[config.mk]
export PLATFORM = sky130hd
export DESIGN_NAME = plugin_arith_flat
export DESIGN_NICKNAME = d
export VERILOG_FILES = /design/src/rtl/plugin_arith_pkg.sv /design/src/rtl/plugin_arith_if.sv /design/src/rtl/plugin_arith_core.sv /design/src/rtl/plugin_arith.sv /design/src/flat_wrapper.sv
export SDC_FILE = /design/constraint.sdc
export NUM_CORES = 1
export LEC_CHECK = 0
export ABC_AREA = 1
export ABC_CLOCK_PERIOD_IN_PS = 2920
export BUFFER_PORTS_ARGS = -buffer_cell sky130_fd_sc_hd__buf_2
export CORE_MARGIN = 2
export CORE_UTILIZATION = 40
export CTS_CLUSTER_SIZE = 8
export DETAILED_ROUTE_END_ITERATION = 10
export HOLD_SLACK_MARGIN = 0.1
export PLACE_DENSITY = 0.62
export SLEW_MARGIN = 20
export SYNTH_ARGS = -nofsm -noshare
export SYNTH_HDL_FRONTEND = slang
export SYNTH_SLANG_ARGS = --single-unit
[constraint.sdc]
create_clock -name clk -period 2.92 [get_ports clk]
set_input_delay 0.584 -clock clk [delete_from_list [all_inputs] [get_ports clk]]
set_output_delay 0.584 -clock clk [all_outputs]
set_load 0.02 [all_outputs]
[src/rtl/plugin_arith_pkg.sv]
// ============================================================================
// plugin_arith_pkg : shared opcode and FSM state types for plugin_arith
// Revision: 1.0
// ============================================================================
`default_nettype none

package plugin_arith_pkg;

    typedef enum logic [1:0] {
        OP_ADD  = 2'b00,
        OP_ADDC = 2'b01,
        OP_SUB  = 2'b10,
        OP_MAXU = 2'b11
    } plugin_op_t;

    typedef enum logic [1:0] {
        ST_IDLE    = 2'b00,
        ST_LOAD    = 2'b01,
        ST_EXECUTE = 2'b10,
        ST_FINISH  = 2'b11
    } plugin_state_t;

endpackage

`default_nettype wire

[src/rtl/plugin_arith_if.sv]
// ============================================================================
// plugin_arith_if : start/busy/done request bus between core and plugin
// Revision: 1.0
// ============================================================================
`default_nettype none

interface plugin_arith_if #(
    parameter int DATA_WIDTH = 32
) ();
    import plugin_arith_pkg::*;

    logic                  start;
    plugin_op_t            op;
    logic [DATA_WIDTH-1:0] operand_a;
    logic [DATA_WIDTH-1:0] operand_b;
    logic                  abort;
    logic [DATA_WIDTH-1:0] result;
    logic                  flag;
    logic                  busy;
    logic                  done;

    modport master (
        output start, op, operand_a, operand_b, abort,
        input  result, flag, busy, done
    );

    modport slave (
        input  start, op, operand_a, operand_b, abort,
        output result, flag, busy, done
    );

endinterface

`default_nettype wire

[src/rtl/plugin_arith_core.sv]
// ============================================================================
// plugin_arith_core : combinational ADD/ADDC/SUB/MAXU datapath with flag
// Revision: 1.0
// ============================================================================
`default_nettype none

module plugin_arith_core
    import plugin_arith_pkg::*;
#(
    parameter int DATA_WIDTH = 32,
    parameter int ADD_CONST  = 5
) (
    input  plugin_op_t            op_i,
    input  logic [DATA_WIDTH-1:0] a_i,
    input  logic [DATA_WIDTH-1:0] b_i,
    output logic [DATA_WIDTH-1:0] res_o,
    output logic                  flag_o
);

    localparam int                    XW    = DATA_WIDTH + 2;
    localparam logic [DATA_WIDTH-1:0] C_KON = DATA_WIDTH'(ADD_CONST);

    logic [XW-1:0] w_a;
    logic [XW-1:0] w_b;
    logic [XW-1:0] w_sum;

    assign w_a = {2'b00, a_i};
    assign w_b = {2'b00, b_i};

    // Two guard bits: ADDC can exceed 2^W by more than one carry, and SUB
    // wraps so that the top guard bit acts as the borrow.
    always_comb begin
        w_sum  = '0;
        res_o  = '0;
        flag_o = 1'b0;
        case (op_i)
            OP_ADD: begin
                w_sum  = w_a + w_b;
                res_o  = w_sum[DATA_WIDTH-1:0];
                flag_o = |w_sum[XW-1:DATA_WIDTH];
            end
            OP_ADDC: begin
                w_sum  = w_a + w_b + {2'b00, C_KON};
                res_o  = w_sum[DATA_WIDTH-1:0];
                flag_o = |w_sum[XW-1:DATA_WIDTH];
            end
            OP_SUB: begin
                w_sum  = w_a - w_b;
                res_o  = w_sum[DATA_WIDTH-1:0];
                flag_o = w_sum[XW-1];
            end
            default: begin
                flag_o = (a_i < b_i);
                res_o  = flag_o ? b_i : a_i;
            end
        endcase
    end

endmodule

`default_nettype wire

[src/rtl/plugin_arith.sv]
// ============================================================================
// plugin_arith : multi-cycle arithmetic plugin with abort and configurable latency
// Revision: 1.0
// ============================================================================
`default_nettype none

module plugin_arith
    import plugin_arith_pkg::*;
#(
    parameter int DATA_WIDTH = 32,
    parameter int LATENCY    = 1,
    parameter int ADD_CONST  = 5
) (
    input  logic           clk,
    input  logic           reset_n,
    plugin_arith_if.slave  bus
);

    localparam int CNT_W = $clog2(LATENCY + 1);

    if (LATENCY < 1) begin : g_bad_latency
        $error("plugin_arith: LATENCY must be >= 1");
    end
    if (DATA_WIDTH < 8) begin : g_bad_width
        $error("plugin_arith: DATA_WIDTH must be >= 8");
    end

    plugin_state_t         state_q, state_d;
    logic [CNT_W-1:0]      cnt_q, cnt_d;
    plugin_op_t            op_q;
    logic [DATA_WIDTH-1:0] a_q, b_q;
    logic [DATA_WIDTH-1:0] res_q, result_q;
    logic                  flag_q, rflag_q;

    logic [DATA_WIDTH-1:0] w_core_res;
    logic                  w_core_flag;
    logic                  w_accept;
    logic                  w_commit;

    plugin_arith_core #(
        .DATA_WIDTH (DATA_WIDTH),
        .ADD_CONST  (ADD_CONST)
    ) u_core (
        .op_i   (op_q),
        .a_i    (a_q),
        .b_i    (b_q),
        .res_o  (w_core_res),
        .flag_o (w_core_flag)
    );

    assign w_accept = (state_q == ST_IDLE) && bus.start;
    assign w_commit = (state_q == ST_EXECUTE) && !bus.abort && (cnt_q == '0);

    always_comb begin
        state_d = state_q;
        cnt_d   = cnt_q;
        case (state_q)
            ST_IDLE: begin
                if (bus.start) state_d = ST_LOAD;
            end
            ST_LOAD: begin
                if (bus.abort) begin
                    state_d = ST_IDLE;
                end else begin
                    state_d = ST_EXECUTE;
                    cnt_d   = CNT_W'(LATENCY - 1);
                end
            end
            ST_EXECUTE: begin
                // Abort wins over completion so a flushed op never reports.
                if (bus.abort)          state_d = ST_IDLE;
                else if (cnt_q == '0)   state_d = ST_FINISH;
                else                    cnt_d   = cnt_q - CNT_W'(1);
            end
            default: state_d = ST_IDLE;
        endcase
    end

    always_ff @(posedge clk) begin
        if (!reset_n) begin
            state_q  <= ST_IDLE;
            cnt_q    <= '0;
            op_q     <= OP_ADD;
            a_q      <= '0;
            b_q      <= '0;
            res_q    <= '0;
            flag_q   <= 1'b0;
            result_q <= '0;
            rflag_q  <= 1'b0;
        end else begin
            state_q <= state_d;
            cnt_q   <= cnt_d;
            if (w_accept) begin
                op_q <= bus.op;
                a_q  <= bus.operand_a;
                b_q  <= bus.operand_b;
            end
            if (state_q == ST_LOAD) begin
                res_q  <= w_core_res;
                flag_q <= w_core_flag;
            end
            if (w_commit) begin
                result_q <= res_q;
                rflag_q  <= flag_q;
            end
        end
    end

    assign bus.busy   = (state_q == ST_LOAD) || (state_q == ST_EXECUTE);
    assign bus.done   = (state_q == ST_FINISH);
    assign bus.result = result_q;
    assign bus.flag   = rflag_q;

endmodule

`default_nettype wire
[src/flat_wrapper.sv]
// flat-port wrapper written by rule: the top's interface ports become plain ports
module plugin_arith_flat import plugin_arith_pkg::*;
#(
    parameter int DATA_WIDTH = 32,
    parameter int LATENCY    = 1,
    parameter int ADD_CONST  = 5
)
  (clk, reset_n, bus_start, bus_op, bus_operand_a, bus_operand_b, bus_abort, bus_result, bus_flag, bus_busy, bus_done);
  plugin_arith_if #(.DATA_WIDTH(DATA_WIDTH)) bus_i ();
  input  logic clk;
  input  logic reset_n;
  input wire logic [$bits(bus_i.start)-1:0] bus_start;
  input wire logic [$bits(bus_i.op)-1:0] bus_op;
  input wire logic [$bits(bus_i.operand_a)-1:0] bus_operand_a;
  input wire logic [$bits(bus_i.operand_b)-1:0] bus_operand_b;
  input wire logic [$bits(bus_i.abort)-1:0] bus_abort;
  output wire logic [$bits(bus_i.result)-1:0] bus_result;
  output wire logic [$bits(bus_i.flag)-1:0] bus_flag;
  output wire logic [$bits(bus_i.busy)-1:0] bus_busy;
  output wire logic [$bits(bus_i.done)-1:0] bus_done;
  assign bus_i.start = bus_start;
  assign bus_i.op = bus_op;
  assign bus_i.operand_a = bus_operand_a;
  assign bus_i.operand_b = bus_operand_b;
  assign bus_i.abort = bus_abort;
  assign bus_result = bus_i.result;
  assign bus_flag = bus_i.flag;
  assign bus_busy = bus_i.busy;
  assign bus_done = bus_i.done;
  plugin_arith #(.DATA_WIDTH(DATA_WIDTH), .LATENCY(LATENCY), .ADD_CONST(ADD_CONST)) u_core (.clk(clk), .reset_n(reset_n), .bus(bus_i));
endmodule
==> results of run 1 <==
-- layer usage --
layer | wire length [microns] | GRT usage (%)
met1 | 18810 | 34.78
met2 | 22410 | 52.73
met3 | 2269 | 4.781
met4 | 2844 | 16.74
met5 | 0 | 0
-- synthesized netlist by cell type, types with 12 or more instances --
cell type  instances  area (sq um)
buf_6             12         135.1
nand3_1          105         525.5
inv_2             29         108.9
a21oi_1          176         880.8
nor2_2            27         168.9
nor2_4            12         135.1
nand4_1           26         162.7
nand2_2           43         269.0
ha_1              69         863.3
clkbuf_1          48         180.2
a31oi_1           14         87.58
dfxtp_1          134          2683
o21ai_0          213          1066
inv_1            244         915.9
nor3_1            12         60.06
buf_2             15         75.07
nand2_1          403          1513
nor2_1           192         720.7
-- flip-flops by register name (all words and copies together) (netlist names) --
signal and count:
u_core.b_q 32, u_core.state_q 2, u_core.a_q 32, u_core.bus.flag 1, u_core.res_q 32, u_core.op_q 2, u_core.flag_q 1, u_core.bus.result 32
-- power breakdown --
| part | internal, mW | switching, mW |
|---|---|---|
| Sequential | 2.03 | 0.157 |
| Clock | 1.45 | 0.853 |
| Combinational | 2.06 | 2.93 |
| Total | 5.54 | 3.94 |
-- path summary, 6_finish.rpt --
kind / slack, ps / cells past startpoint / startpoint / endpoint
hold / removal: 410 / 3 / bus_operand_a[26] / u_core.a_q[26]$_SDFFE_PN0P_
setup / recovery: -80 / 17 / u_core.b_q[0]$_SDFFE_PN0P_ / u_core.res_q[27]$_SDFFE_PN0N_
hold reg to reg: 450 / 2 / u_core.res_q[16]$_SDFFE_PN0N_ / u_core.bus.result[16]$_SDFFE_PN0P_
setup reg to reg: -80 / 17 / u_core.b_q[0]$_SDFFE_PN0P_ / u_core.res_q[27]$_SDFFE_PN0N_
-- worst max-delay path: stages (launching register included) --
cell and delay (ps):
dfxtp_2 330, ha_4 160, fa_2 570, inv_2 50, o21ai_2 150, nand2_1 110
nor2_2 130, nand3_2 110, nor2_4 140, nand3_4 100, nor2_4 170, nand2_4 110
nor2_8 150, nand3_2 90, nand3_2 60, nand4_1 190, nor2_1 180, nor2_1 60
-- placed cells by master, fill, tap and decap left out, drive strengths merged --
| cell | instances |
|---|---|
| o211ai | 6 |
| a21o | 4 |
| o21a | 3 |
| o21bai | 8 |
| fa | 2 |
| clkbuf | 19 |
| a31oi | 14 |
| bufinv | 4 |
| nand3b | 2 |
| nand2 | 452 |
| clkinv | 17 |
| nand4 | 26 |
| o21ai | 222 |
| buf | 395 |
| ha | 69 |
| inv | 276 |
| o221ai | 4 |
| nor4 | 3 |
| nor2 | 233 |
| nor3 | 13 |
| xnor2 | 2 |
| a21oi | 183 |
| or2 | 2 |
| xor2 | 4 |
| a211oi | 3 |
| a21boi | 5 |
| nand3 | 112 |
| dfxtp | 134 |
| and3 | 1 |
| and2 | 4 |
| o22ai | 2 |
| a311oi | 1 |
| a41oi | 3 |
| a221oi | 4 |
| o31ai | 1 |
| clkinvlp | 1 |
-- layout make-up --
cell class                      instances  area, sq um
Multi-Input combinational cell       1388         8190
Sequential cell                       134         2693
Clock buffer                           19        442.9
Fill cell                            2899        12730
Tap cell                              384        480.5
Timing Repair Buffer                  395         2759
Clock inverter                         12        177.7
Inverter                              286         1079
-- kinds of logic after synthesis --
family / after synthesis / share of synthesized area (%)
compound gates: 463 / 21.69
xor+xnor: 6 / 0.4568
fa+ha+maj: 71 / 7.852
flops: 134 / 23.32
buf+inv: 371 / 13.36
simple gates: 848 / 33.33
-- what timing repair did --
action,CTS,global route
setup endpoints to repair,21,30
buffers inserted,4,19
cloned,0,0
resized for setup,72,162
pin swaps,32,68
-- per-stage QoR --
stage / worst slack (ps) / hold slack (ps) / TNS (ps) / cell area, sq um
final: -75.34 / 407.5 / -161.5 / 15820
after global routing: -218.0 / 430.6 / -1828 / 15820
after CTS: -126.2 / 394.3 / -710.6 / 15010
after detailed placement: -223.7 / 447.0 / -1606 / 14120
after global placement: -222.7 / 446.1 / -1652 / 14120
after floorplan: 325.2 / 420.0 / 0 / 11500
==> summary.md, run 1 <==
| Metric | Value |
|---|---|
| Violated checks | negative setup slack |
| Worst path required time | 3240 ps |
| Layout Utilization | 55.42% |
| Antenna-violating nets left | 0 |
| Global route overflow | 0 |
| Unrepaired setup endpoints after global routing | yes |
| Yosys reg bits | 134 |
| Hold_buf cts | 0 |
| ANT cells | 0 |
| Prevailing post-synth register cell | dfxtp_1 |
| Die Y | 173.6 microns |
| Post-layout minimum cycle time | 2995 ps |
| CTS H-tree depth | 4 |
| Initial antenna violation count | 0 |
| Root buffer cell | clkbuf_16 |
| IO Pins | 105 |
| Final wirelength | 46.34 mm |
| Via/cell ratio | 5.224 |
| Final Worst Setup Slack | -75.34 ps |
| WP data arrival | 3310 ps |
| Post-synth EDFFs | 0 |
| GP Congestion | 1.039 |
| Yosys cell types | 54 |
| Largest net degree at the start of global routing | 118 |
| Die width | 173.6 microns |
| Maximum clock path buffer count | 2 |
| Global-route usage over all layers | 30.01% |
| Post-DP HPWL | 36.62 mm |
| Share of layout cells above drive strength 1 | 32.41% |
| Final Cycle Share | 102.6% |
| Mean Syn Cell Area | 6.078 sq um |
| Wire length per cell | 17.70 microns |
| Die area | 30,140 sq um |
| Ys Warns | 0 |
| Vias after detailed routing | 13.68k |
| Worst-Margin Slew | 740.6 ps |
| Core area | 28,550 sq um |
| Initial Util | 40.30% |
| Area Growth Syn to Fin | 37.52% |
| Max_slew headroom | 50.32% |
| Residual DRC | 0 |
| Total power | 9.481 mW |
| Status | finished, violations left |
| Top fanout value on the critical path | 5 |
| First drt pass iteration count | 7 |
| Fraction of registers with async set or reset after synthesis | 0% |
| Vias in the first global route | 13.21k |
| FP Rows | 62 |
| Final hold vios | 0 |
| Post-synthesis cell count | 1,893 |
| Placed Cells incl. Taps | 2,564 |
| HP Class | in2reg |
| CTS clk-pin slew, worst paths | 60 ps |
| PortBufs | 104 |
| Clk_skew | 7.204 ps |
| Startpoint types | flip-flop |
| Crit end category | flip-flop |
| Seq/Total Area, Yosys | 23.32% |
| Worst-skew pair later-pin latency | 430 ps |
| Max Slew Vio Count | 0 |
| Final setup viols | 5 |
| First-pass GRT wire length | 70.37 mm |
| Fin nets | 2,363 |
| CTS tree | built |
| Iter 0 DRT Violations | 981 |
| VDD IR-drop max | 446.9 uV |
| Leakage dissipation | 7.827 nW |
| Fin cells | 2,618 |
| Syn nets | 2,034 |
| Max_cap viols | 0 |
| Mapped Area | 11,500 sq um |
| Power density over the cells | 599.2 nW/um^2 |
| Fmax | 333.9 MHz |
| Critical path type | reg2reg |
| Sink Count | 134 |
| CTS buffer count | 17 |
No activity file was read; power rests on OpenSTA's default activity.
==> inputs of run 2 (changes only) <==
--- a/config.mk
+++ b/config.mk
@@ -14,6 +14,7 @@
 export DETAILED_ROUTE_END_ITERATION = 10
 export HOLD_SLACK_MARGIN = 0.1
 export PLACE_DENSITY = 0.62
+export SETUP_SLACK_MARGIN = 0.1
 export SLEW_MARGIN = 20
 export SYNTH_ARGS = -nofsm -noshare
 export SYNTH_HDL_FRONTEND = slang
==> run 2 against run 1 <==
Against the previous run:
- the flow still finishes with violations (negative setup slack)
- first-iteration DRC count is 0.51% higher
- core utilization is 0.98 points higher
- via count is 0.75% higher
- sequential power hardly changed
- clock power about the same
- setup slack worse by 9.3 ps
- clock skew about the same
- combinational power increased by 3%
- routed wire length increased by 0.84%
- critical endpoint is now u_core.res_q[15]$_SDFFE_PN0N_
- largest cell class unchanged
- highest routed layer unchanged
==> summary.md, run 2 (synthesis results as in run 1) <==
| Metric | Value |
|---|---|
| CTS H-tree depth | 4 (unchanged) |
| CP max-delay cell | fa_2 |
| Largest net degree at the start of global routing | 118 (unchanged) |
| Core area | 28,550 sq um (unchanged) |
| HP Class | in2reg |
| GP Congestion | 1.039 (unchanged) |
| Area Growth Syn to Fin | 39.95% |
| Crit end category | flip-flop |
| Worst-skew pair later-pin latency | 430 ps (about the same) |
| CTS tree | built |
| Die Y | 173.6 microns (unchanged) |
| Antenna-violating nets left | 0 (unchanged) |
| Post-layout minimum cycle time | 3005 ps (+9.286 ps) |
| FP Rows | 62 (unchanged) |
| Sink Count | 134 (unchanged) |
| Clk_skew | 6.917 ps (-0.2878 ps) |
| Placed Cells incl. Taps | 2,564 (unchanged) |
| Hold_buf cts | 0 (unchanged) |
| Commonest non-fill, non-tap cell in the layout | nand2_1 |
| Worst-Margin Slew | 740.4 ps (-0.2643 ps) |
| First drt pass iteration count | 5 (-2) |
| Residual DRC | 0 (unchanged) |
| Fmax | 332.8 MHz (-0.31%) |
| Layout Utilization | 56.40% (+0.98 points) |
| Max Slew Vio Count | 0 (unchanged) |
| Maximum clock path buffer count | 2 (unchanged) |
| Die area | 30,140 sq um (unchanged) |
| WP data arrival | 3270 ps (-40 ps) |
| Startpoint types | flip-flop |
| Global route overflow | 0 (unchanged) |
| Fin cells | 2,628 (+0.38%) |
| Slowest stage delay, CP | 570 ps (about the same) |
| Worst path required time | 3190 ps (-50 ps) |
| Status | finished, violations left |
| Iter 0 DRT Violations | 986 (+0.51%) |
| Global-route usage over all layers | 30.00% (about the same) |
| Via/cell ratio | 5.243 (+0.37%) |
| Initial antenna violation count | 0 (unchanged) |
| Share of layout cells above drive strength 1 | 34.22% (+1.8 points) |
| Wire length per cell | 17.78 microns (+0.46%) |
| Initial Util | 40.30% (unchanged) |
| PortBufs | 104 (unchanged) |
| Final setup TNS | -314.4 ps (-153.0 ps) |
| IO Pins | 105 (unchanged) |
| Hold WS | 408.5 ps (+1.018 ps) |
| ANT cells | 0 (unchanged) |
| Final Worst Setup Slack | -84.62 ps (-9.286 ps) |
| Top fanout value on the critical path | 3 (-2) |
| Vias in the first global route | 13.24k (+0.17%) |
| Die width | 173.6 microns (unchanged) |
| Power density over the cells | 596.8 nW/um^2 (-0.41%) |
| VDD IR-drop max | 446.3 uV (-0.13%) |
| Leakage dissipation | 7.913 nW (+1.1%) |
| Max_slew headroom | 50.34% (about the same) |
| DP Worst Slack | -223.7 ps (unchanged) |
| Worst-path cell chain | ha_4, fa_2, inv_2, o21ai_2, nand2_1, nor2_2, nand3_2, nor2_4, nand3_4, nor2_4, buf_4, buf_6, buf_6, nand2_4, buf_4, o211ai_1, a41oi_1 |
| Violated checks | negative setup slack |
| Max_cap viols | 0 (unchanged) |
| Post-DP HPWL | 36.62 mm (unchanged) |
| Root buffer cell | clkbuf_16 |
| Final hold vios | 0 (unchanged) |
| Final wirelength | 46.73 mm (+0.84%) |
| Vias after detailed routing | 13.78k (+0.75%) |
| CTS buffer count | 17 (unchanged) |
| Final Cycle Share | 102.9% (+0.32 points) |
| Most frequent cells in the layout | nand2_1 (359), buf_4 (290), inv_1 (231), o21ai_0 (191), a21oi_1 (162) |
| Unrepaired setup endpoints after global routing | yes |
| First-pass GRT wire length | 70.39 mm (about the same) |
| Final setup viols | 7 (+2) |
| Critical path type | reg2reg |
| Fin nets | 2,373 (+0.42%) |
| CTS clk-pin slew, worst paths | 60 ps (about the same) |
==> run 2: changes by cell type in the layout (fill, tap and decap cells not counted), moves of 4 or more <==
cell,delta
o21ai_1,+5
nand2_1,-7
nand2_2,+4
buf_4,+4
nor2_2,+6
nor2_1,-8
nand3_1,-4
buf_6,+4
o21ai_0,-5
nand3_4,+4
==> run 2: metal layers <==
metal	GRT usage [%]	wire [microns]
met4	16.88	2830
met3	4.781	2409
met1	34.71	18860
met2	52.72	22630
met5	0	0
==> run 2: final cells by class <==
class	count	area (sq um)
clock buffer	19	442.9
clock inverter	12	177.7
sequential	134	2696
multi-input combinational	1388	8363
inverter	286	1081
timing repair buffer	405	2859
fill	2853	12450
tap	384	480.5
==> run 2: stage by stage <==
step / cell area, sq um / power [mW]
2_1_floorplan: 11500 / 4.620
3_3_place_gp: 14120 / 6.559
3_5_place_dp: 14120 / 6.597
4_1_cts: 15060 / 9.051
5_1_grt: 16100 / 10.10
6_report: 16100 / 9.609
==> run 2: report_power, final <==
part	switching, mW	internal [mW]
logic	3.00	2.12
registers	0.158	2.03
clock network	0.852	1.45
==> run 2: final timing paths <==
kind | end | cells after the start | slack, ps | startpoint
max | u_core.res_q[15]$_SDFFE_PN0N_ | 17 | -80 | u_core.a_q[0]$_SDFFE_PN0P_
min | u_core.a_q[26]$_SDFFE_PN0P_ | 3 | 410 | bus_operand_a[26]
max reg2reg | u_core.res_q[15]$_SDFFE_PN0N_ | 17 | -80 | u_core.a_q[0]$_SDFFE_PN0P_
min reg2reg | u_core.bus.result[16]$_SDFFE_PN0P_ | 2 | 450 | u_core.res_q[16]$_SDFFE_PN0N_
==> run 2: critical path: cells and delay by family (launching register included) <==
kind	cells	cell delay, ps
adder cells (fa/ha/maj)	2	730
AND/OR/NAND/NOR	7	800
flip-flops	1	330
buffers and inverters	5	490
AO/OA/AOI/OAI	3	490
==> run 2: repair_timing <==
item                       in CTS  in global routing
pin swaps                      39                 81
resized for setup              85                204
gates cloned                    0                  0
setup endpoints to repair      30                 32
setup buffers                   5                 28
